### src/rtl/oven_pkg.sv
// Shared types and constants for the oven cook-cycle controller.
package oven_pkg;

   typedef enum logic [2:0] {
      StIdle    = 3'd0,
      StPreheat = 3'd1,
      StReady   = 3'd2,
      StCook    = 3'd3,
      StPause   = 3'd4,
      StDone    = 3'd5,
      StFault   = 3'd6
   } state_e;

   localparam logic [5:0] MAX_SET = 6'd59;
   localparam int unsigned PRESS_PULSE_W = 1;

   function automatic logic [5:0] clamp_set(input logic [5:0] v);
      return (v > MAX_SET) ? MAX_SET : v;
   endfunction

endpackage

### src/rtl/oven_sequencer_if.sv
// Front-panel and heat/timer signal bundle for the oven sequencer.
interface oven_sequencer_if;
   logic       start_n;
   logic       cancel_n;
   logic       temp_reached;
   logic [5:0] set_min;
   logic [5:0] set_sec;
   logic       heater_en;
   logic       cook_active;
   logic       alarm;
   logic       preheat_fault;
   logic [2:0] state;
   logic [5:0] rem_min;
   logic [5:0] rem_sec;

   modport master (
      output start_n, cancel_n, temp_reached, set_min, set_sec,
      input  heater_en, cook_active, alarm, preheat_fault, state, rem_min, rem_sec
   );

   modport slave (
      input  start_n, cancel_n, temp_reached, set_min, set_sec,
      output heater_en, cook_active, alarm, preheat_fault, state, rem_min, rem_sec
   );
endinterface

### src/rtl/button_edge.sv
// Two-flop synchronizer plus falling-edge detect for a raw active-low button.
// A press yields one registered pulse three cycles later, however long it is held.
module button_edge (
   input  logic clk,
   input  logic rst_n,
   input  logic btn_n_i,
   output logic press_o
);
   logic s1_q, s2_q, s3_q, pulse_q;

   always_ff @(posedge clk) begin
      if (!rst_n) begin
         s1_q    <= 1'b1;
         s2_q    <= 1'b1;
         s3_q    <= 1'b1;
         pulse_q <= 1'b0;
      end else begin
         s1_q    <= btn_n_i;
         s2_q    <= s1_q;
         s3_q    <= s2_q;
         pulse_q <= s3_q & ~s2_q;
      end
   end

   assign press_o = pulse_q;
endmodule

### src/rtl/oven_sequencer.sv
// Cook-cycle controller: button edges, 1 Hz cook tick, state machine, remaining time.
// Optional OVEN_AUTO_START_EN makes READY a one-cycle pass-through into COOK.
module oven_sequencer
   import oven_pkg::*;
#(
   parameter int unsigned CLK_HZ            = 50000000,
   parameter int unsigned ALARM_SECS        = 10,
   parameter int unsigned PREHEAT_TIMEOUT_S = 900
) (
   input logic         clk,
   input logic         rst_n,
   oven_sequencer_if.slave bus
);
   localparam int unsigned DivW = (CLK_HZ > 1) ? $clog2(CLK_HZ) : 1;
   localparam int unsigned PreW = $clog2(PREHEAT_TIMEOUT_S + 1);
   localparam int unsigned AlmW = $clog2(ALARM_SECS + 1);

   logic start_p, cancel_p, tick;
   state_e state_q, state_d;
   logic [DivW-1:0] div_q, div_d;
   logic [PreW-1:0] pre_cnt_q, pre_cnt_d;
   logic [AlmW-1:0] alm_cnt_q, alm_cnt_d;
   logic [5:0] rem_min_q, rem_min_d, rem_sec_q, rem_sec_d;
   logic heater_q, cook_q, alarm_q, fault_q;

   button_edge u_start (.clk(clk), .rst_n(rst_n), .btn_n_i(bus.start_n), .press_o(start_p));
   button_edge u_cancel (.clk(clk), .rst_n(rst_n), .btn_n_i(bus.cancel_n), .press_o(cancel_p));

   assign tick = (div_q == DivW'(CLK_HZ - 1));

   always_comb begin
      state_d   = state_q;
      pre_cnt_d = pre_cnt_q;
      alm_cnt_d = alm_cnt_q;
      rem_min_d = rem_min_q;
      rem_sec_d = rem_sec_q;
      unique case (state_q)
         StIdle: begin
            rem_min_d = clamp_set(bus.set_min);
            rem_sec_d = clamp_set(bus.set_sec);
            pre_cnt_d = '0;
            if (start_p && (|bus.set_min || |bus.set_sec)) state_d = StPreheat;
         end
         StPreheat: begin
            if (cancel_p) state_d = StIdle;
            else if (bus.temp_reached) state_d = StReady;
            else if (tick) begin
               if (pre_cnt_q == PreW'(PREHEAT_TIMEOUT_S - 1)) state_d = StFault;
               else pre_cnt_d = pre_cnt_q + 1'b1;
            end
         end
         StReady: begin
            if (cancel_p) state_d = StIdle;
`ifdef OVEN_AUTO_START_EN
            else state_d = StCook;
`else
            else if (start_p) state_d = StCook;
`endif
         end
         StCook: begin
            alm_cnt_d = '0;
            if (cancel_p) state_d = StIdle;
            else begin
               // Reaching 0:00 takes priority over a pause press on the same cycle.
               if (tick && rem_min_q == 6'd0 && rem_sec_q == 6'd1) begin
                  rem_sec_d = 6'd0;
                  state_d   = StDone;
               end else begin
                  if (tick) begin
                     if (rem_sec_q != 6'd0) rem_sec_d = rem_sec_q - 6'd1;
                     else if (rem_min_q != 6'd0) begin
                        rem_sec_d = MAX_SET;
                        rem_min_d = rem_min_q - 6'd1;
                     end
                  end
                  if (start_p) state_d = StPause;
               end
            end
         end
         StPause: begin
            if (cancel_p) state_d = StIdle;
            else if (start_p) state_d = StCook;
         end
         StDone: begin
            if (start_p || cancel_p) state_d = StIdle;
            else if (tick) begin
               if (alm_cnt_q == AlmW'(ALARM_SECS - 1)) state_d = StIdle;
               else alm_cnt_d = alm_cnt_q + 1'b1;
            end
         end
         StFault: begin
            if (cancel_p) state_d = StIdle;
         end
         default: state_d = StIdle;
      endcase
   end

   // Divider restarts on every state change so the first tick lands a full second in.
   assign div_d = (state_d != state_q || tick) ? '0 : div_q + 1'b1;

   always_ff @(posedge clk) begin
      if (!rst_n) begin
         state_q   <= StIdle;
         div_q     <= '0;
         pre_cnt_q <= '0;
         alm_cnt_q <= '0;
         rem_min_q <= '0;
         rem_sec_q <= '0;
         heater_q  <= 1'b0;
         cook_q    <= 1'b0;
         alarm_q   <= 1'b0;
         fault_q   <= 1'b0;
      end else begin
         state_q   <= state_d;
         div_q     <= div_d;
         pre_cnt_q <= pre_cnt_d;
         alm_cnt_q <= alm_cnt_d;
         rem_min_q <= rem_min_d;
         rem_sec_q <= rem_sec_d;
         heater_q  <= (state_d == StPreheat) || (state_d == StReady) ||
                      (state_d == StCook) || (state_d == StPause);
         cook_q    <= (state_d == StCook);
         alarm_q   <= (state_d == StDone);
         fault_q   <= (state_d == StFault);
      end
   end

   assign bus.state         = state_q;
   assign bus.rem_min       = rem_min_q;
   assign bus.rem_sec       = rem_sec_q;
   assign bus.heater_en     = heater_q;
   assign bus.cook_active   = cook_q;
   assign bus.alarm         = alarm_q;
   assign bus.preheat_fault = fault_q;
endmodule
### src/flat_wrapper.sv
// flat-port wrapper written by rule: the top's interface ports become plain ports
module oven_sequencer_flat import oven_pkg::*;
#(
   parameter int unsigned CLK_HZ            = 50000000,
   parameter int unsigned ALARM_SECS        = 10,
   parameter int unsigned PREHEAT_TIMEOUT_S = 900
)
  (clk, rst_n, bus_start_n, bus_cancel_n, bus_temp_reached, bus_set_min, bus_set_sec, bus_heater_en, bus_cook_active, bus_alarm, bus_preheat_fault, bus_state, bus_rem_min, bus_rem_sec);
  oven_sequencer_if bus_i ();
  input logic clk;
  input logic rst_n;
  input wire logic [$bits(bus_i.start_n)-1:0] bus_start_n;
  input wire logic [$bits(bus_i.cancel_n)-1:0] bus_cancel_n;
  input wire logic [$bits(bus_i.temp_reached)-1:0] bus_temp_reached;
  input wire logic [$bits(bus_i.set_min)-1:0] bus_set_min;
  input wire logic [$bits(bus_i.set_sec)-1:0] bus_set_sec;
  output wire logic [$bits(bus_i.heater_en)-1:0] bus_heater_en;
  output wire logic [$bits(bus_i.cook_active)-1:0] bus_cook_active;
  output wire logic [$bits(bus_i.alarm)-1:0] bus_alarm;
  output wire logic [$bits(bus_i.preheat_fault)-1:0] bus_preheat_fault;
  output wire logic [$bits(bus_i.state)-1:0] bus_state;
  output wire logic [$bits(bus_i.rem_min)-1:0] bus_rem_min;
  output wire logic [$bits(bus_i.rem_sec)-1:0] bus_rem_sec;
  assign bus_i.start_n = bus_start_n;
  assign bus_i.cancel_n = bus_cancel_n;
  assign bus_i.temp_reached = bus_temp_reached;
  assign bus_i.set_min = bus_set_min;
  assign bus_i.set_sec = bus_set_sec;
  assign bus_heater_en = bus_i.heater_en;
  assign bus_cook_active = bus_i.cook_active;
  assign bus_alarm = bus_i.alarm;
  assign bus_preheat_fault = bus_i.preheat_fault;
  assign bus_state = bus_i.state;
  assign bus_rem_min = bus_i.rem_min;
  assign bus_rem_sec = bus_i.rem_sec;
  oven_sequencer #(.CLK_HZ(CLK_HZ), .ALARM_SECS(ALARM_SECS), .PREHEAT_TIMEOUT_S(PREHEAT_TIMEOUT_S)) u_core (.clk(clk), .rst_n(rst_n), .bus(bus_i));
endmodule
### config.mk
export PLATFORM = sky130hd
export DESIGN_NAME = oven_sequencer_flat
export DESIGN_NICKNAME = d
export VERILOG_FILES = /design/src/rtl/oven_pkg.sv /design/src/rtl/oven_sequencer_if.sv /design/src/rtl/button_edge.sv /design/src/rtl/oven_sequencer.sv /design/src/flat_wrapper.sv
export SDC_FILE = /design/constraint.sdc
export NUM_CORES = 1
export LEC_CHECK = 0
export ABC_CLOCK_PERIOD_IN_PS = 3100
export BUFFER_PORTS_ARGS = -buffer_cell sky130_fd_sc_hd__clkbuf_2
export CAP_MARGIN = 5
export CORE_MARGIN = 2
export CORE_UTILIZATION = 39
export DETAILED_ROUTE_END_ITERATION = 16
export GPL_TIMING_DRIVEN = 0
export PLACE_DENSITY_LB_ADDON = 0.2
export SYNTH_ARGS = -nofsm -noshare
export SYNTH_HDL_FRONTEND = slang
export SYNTH_SLANG_ARGS = --single-unit
### constraint.sdc
create_clock -name clk -period 3.1 [get_ports clk]
set_input_delay 0.31 -clock clk [delete_from_list [all_inputs] [get_ports clk]]
set_output_delay 0.31 -clock clk [all_outputs]
set_load 0.02 [all_outputs]
==> results by stage <==
Status:
- The run finished with clean final reports.

Routing:
- In the final routing, the length of wire on met1 measures 4770 um.
- In the detailed route, the total length drawn on met2 is 4290 um.
- After detailed routing, the number of remaining DRC violations is 0.
- The top routing layer in use is met4.
- For this block, the routed nets add up to 9580 um of wire.
- The total met3 wirelength after detailed routing is 401 um.
- The number of DRC violations after detailed-routing iteration 0 is 167.
- The residual antenna-violating net count after detailed routing is 0.
- The first detailed-routing pass ran for 5 iterations.
- The average vias per placed instance is 5.57.
- The routed layout has 3490 vias.
- After detailed routing, the average wire length per cell comes to 15.3 um.

Floorplan:
- The floorplan step set the die width to 103 um.
- The die covers 0.0107 mm2.
- The initial core utilization is 39.8%.
- The floorplan step set the die height to 103 um.
- The number of placement rows is 36.
- The area of the core is 0.00968 mm2.
- The number of top-level pins is 36.

Power and ir drop:
- The leakage power is 1.56 nW.
- Power comes to 1.80 mW.
- VDD sags by at most 0.000201 V.
- Power spread over the standard cell area amounts to 411 mW/mm2.

STA:
- The peak clock frequency supported by timing is 364 MHz.
- The post-route worst hold slack is 0.146 ns.
- Setup violations remaining at the end of the flow were counted as 0.
- The setup TNS is 0 ns.
- Across all setup checks in the final design, the least slack found is 0.351 ns.
- The post-route minimum period is 2.75 ns.
- The worst path uses 88.7% of the clock period.
- The max-slew headroom at the worst pin is 52.6%.
- The count of pins over their slew limit is 0.
- Setup repair after global routing left no endpoint under its margin.
- Between clock sinks in the finished design, the worst skew comes to 0.0159 ns.
- The count of endpoints failing hold in the final timing report is 0.
- For the pin with the worst max-slew slack, the measured transition is 0.702 ns.

Placed design:
- At the end of routability-driven placement, the weighted congestion stood at 0.862.
- The count of input and output buffers is 35.
- The worst slack at placement is 0.261 ns.
- The HPWL after detailed placement is 6900 um.

Worst setup path:
- In this run the critical register-to-register path is captured at u_core.div_q[22].
- STA classifies the critical path startpoint as a flip-flop.
- The required arrival time at the worst endpoint is 3.33 ns.
- Measured in cells, the most critical reg-to-reg path has a length of 9.
- The startpoint identified for the worst register-to-register timing path is u_core.div_q[0].
- The data arrival time of the critical path is 2.97 ns.
- The signal on the critical path passes through ha_1 -> nand4_1 -> or3_1 -> buf_6 -> nor2_8 -> a31oi_4 -> o21ai_2 -> buf_2 -> a211oi_2.
- The slowest stage cell on the critical path is sky130_fd_sc_hd__or3_1.
- For this run, the slowest stage of the critical path takes 0.47 ns.
- The critical path is of the reg -> reg type.
- STA classifies the critical path endpoint as a flip-flop.
- Of all nets on the critical path, the largest fanout is 10.
- Setup slack on the worst reg-to-reg path comes out at 0.35 ns.

Logic synthesis:
- Synthesis instantiated 69 different standard cells from the library.
- Of all flip-flops after synthesis, the portion carrying an async set or reset was 0%.
- In this run the cell area of the synthesized design comes to 0.00386 mm2.
- The number of enable flip-flop cells after synthesis is 0.
- In this run the mean area of a mapped cell was 8.71 um2.
- During synthesis, Yosys emitted a total of 0 warnings.
- The prevailing post-synth register cell is sky130_fd_sc_hd__dfxtp_1.
- In this run, synthesis produced a sequential element count of 67.
- The count of mapped cells out of synthesis is 443.
- Sequential cells were found to cover 34.8% of the synthesized design area.
- Counting every net in the synthesized netlist gives 469.

Hold path:
- The startpoint of the most critical hold path is bus_cancel_n.
- The path with the worst hold slack has its endpoint at u_core.u_cancel.s1_q.
- Along the worst hold path, the cell count comes to 2.
- In this run the worst hold path is classified as in -> reg.

Finish:
- From synthesis to final layout, the design area changed by 13.7%.
- The top cell types in the final layout, fill and taps aside, are sky130_fd_sc_hd__dfxtp_1, sky130_fd_sc_hd__nor2_1, sky130_fd_sc_hd__clkbuf_2, sky130_fd_sc_hd__nand2_1, sky130_fd_sc_hd__xnor2_1.
- The final-stage net count is 515.
- The area taken by flip-flops and latches is 0.00134 mm2.
- The fraction of final layout cells with drive strength greater than 1 is 19.6%.
- The final core utilization is 45.3%.
- The total inserted antenna cells is 0.
- The most common library cell in the layout ignoring fill and taps is sky130_fd_sc_hd__dfxtp_1.
- In the final layout, the multi-input gates occupy 0.00234 mm2.
- The number of inserted filler cells in the final layout is 989.

Clocking:
- Clock-pin slew was measured on the worst setup and hold paths at 0.09 ns.
- The number of sinks driven by the clock tree is 67.
- The number of buffers on the longest clock path is 2.
- The number of clock buffers added by TritonCTS is 9.
- CTS built an H-tree with a depth of 3.
- The post-cts gate resize count is 0.
- The TritonCTS clock tree is yes.
- The later-pin clock latency in the skew report is 0.36 ns.
- After clock tree synthesis, the setup repair step added 0 buffers.
- CTS placed an instance of sky130_fd_sc_hd__clkbuf_8 at the clock tree root.
- For this design, the CTS-stage hold fixing added 0 buffers.

Job:
- Across the run, the number of max-cap violations was 0.

Global routing:
- The wire length of the first global-routing pass is 15800 um.
- Entering global routing, the biggest net connects 14 pins.
- The number of antenna violations at the first check in global routing is 0.
- For this run the aggregate overflow at the end of global routing stands at 0.
- The via count of the first global-routing pass is 3226.
- The aggregate global-route resource usage is 18.8%.
==> Yosys cell counts (all sizes together), types with 4 or more instances <==
library cell  instances  share of area (%)
dfxtp                67                 35
nor2                 40                4.3
nand2                32                3.2
xnor2                27                6.1
a211oi               25                7.5
a21oi                19                2.5
inv                  18                1.8
nand3                18                2.5
nor3                 18                2.3
o21ai                18                2.4
nand4                14                2.3
nor4                 12                2.3
and3                 11                1.8
buf                  10                2.3
nand2b               10                1.6
ha                    9                2.9
clkbuf                7               0.68
o211ai                7                1.4
xor2                  7                1.6
a31oi                 5                1.2
and4                  5                1.1
or3                   5               0.81
nor2b                 4               0.65
==> worst max-delay path by stage <==
stage | start | endpoint | slack, ns | cells after the start
2_1_floorplan | u_core.div_q[9] | u_core.div_q[0] | 0.69 | 9
3_3_place_gp | u_core.div_q[0] | u_core.pre_cnt_q[9] | 0.32 | 7
3_5_place_dp | u_core.div_q[0] | u_core.pre_cnt_q[9] | 0.26 | 7
4_1_cts | u_core.div_q[0] | u_core.pre_cnt_q[9] | 0.20 | 7
5_1_grt | u_core.div_q[0] | u_core.div_q[22] | 0.15 | 9
6_report | u_core.div_q[0] | u_core.div_q[22] | 0.35 | 9
==> stage by stage <==
step | instance area, um2 | cells
5_1_grt | 4390 | 627
4_1_cts | 4380 | 627
3_3_place_gp | 4200 | 611
3_5_place_dp | 4200 | 611
6_report | 4390 | 627
2_1_floorplan | 3860 | 443
==> cell families after synthesis <==
family	synth area share, %
buffers and inverters	4.83
muxes	0.811
xor gates and xnor gates	7.72
adders and majority gates	3.18
DFF	34.8
and+or+nand+nor	28.2
AOI/OAI and AO/OA	20.5
==> registers in the layout (all words and copies together), names as in the netlist <==
register                  cells
u_core.div_q                 26
u_core.pre_cnt_q             10
u_core.bus.rem_min            6
u_core.bus.rem_sec            6
u_core.alm_cnt_q              4
u_core.bus.state              3
u_core.bus.alarm              1
u_core.bus.cook_active        1
u_core.bus.heater_en          1
u_core.bus.preheat_fault      1
u_core.u_cancel.press_o       1
u_core.u_cancel.s1_q          1
u_core.u_cancel.s2_q          1
u_core.u_cancel.s3_q          1
u_core.u_start.press_o        1
u_core.u_start.s1_q           1
u_core.u_start.s2_q           1
u_core.u_start.s3_q           1
==> routing by layer <==
layer,vias up,GRT usage (%)
li1,1722,-
met1,1668,27.2
met2,92,28.2
met3,8,4.03
met4,0,5.06
met5,-,0
==> layout make-up <==
| type | count | share of cell area, % |
|---|---|---|
| clock buffers | 10 | 2.91 |
| multi-input cells | 340 | 53.4 |
| inverters | 19 | 1.63 |
| plain buffers | 17 | 2.62 |
| well taps | 133 | 3.79 |
| flip-flops and latches | 67 | 30.6 |
| repair buffers | 35 | 3.99 |
| clock inverters | 6 | 1.11 |
==> worst max-delay path, delay by kind of cell (launching register included) <==
family / cells / cell delay, ns
adder cells (fa/ha/maj): 1 / 0.23
AND/OR/NAND/NOR: 3 / 0.83
flip-flops: 1 / 0.41
AO/OA/AOI/OAI: 3 / 0.59
buffers and inverters: 2 / 0.53
==> power by group <==
| part | internal (mW) | switching (mW) |
|---|---|---|
| Sequential | 0.883 | 0.0273 |
| Combinational | 0.0778 | 0.131 |
| Clock | 0.298 | 0.385 |
| Total | 1.26 | 0.544 |
No activity file was read; power rests on OpenSTA's default activity.
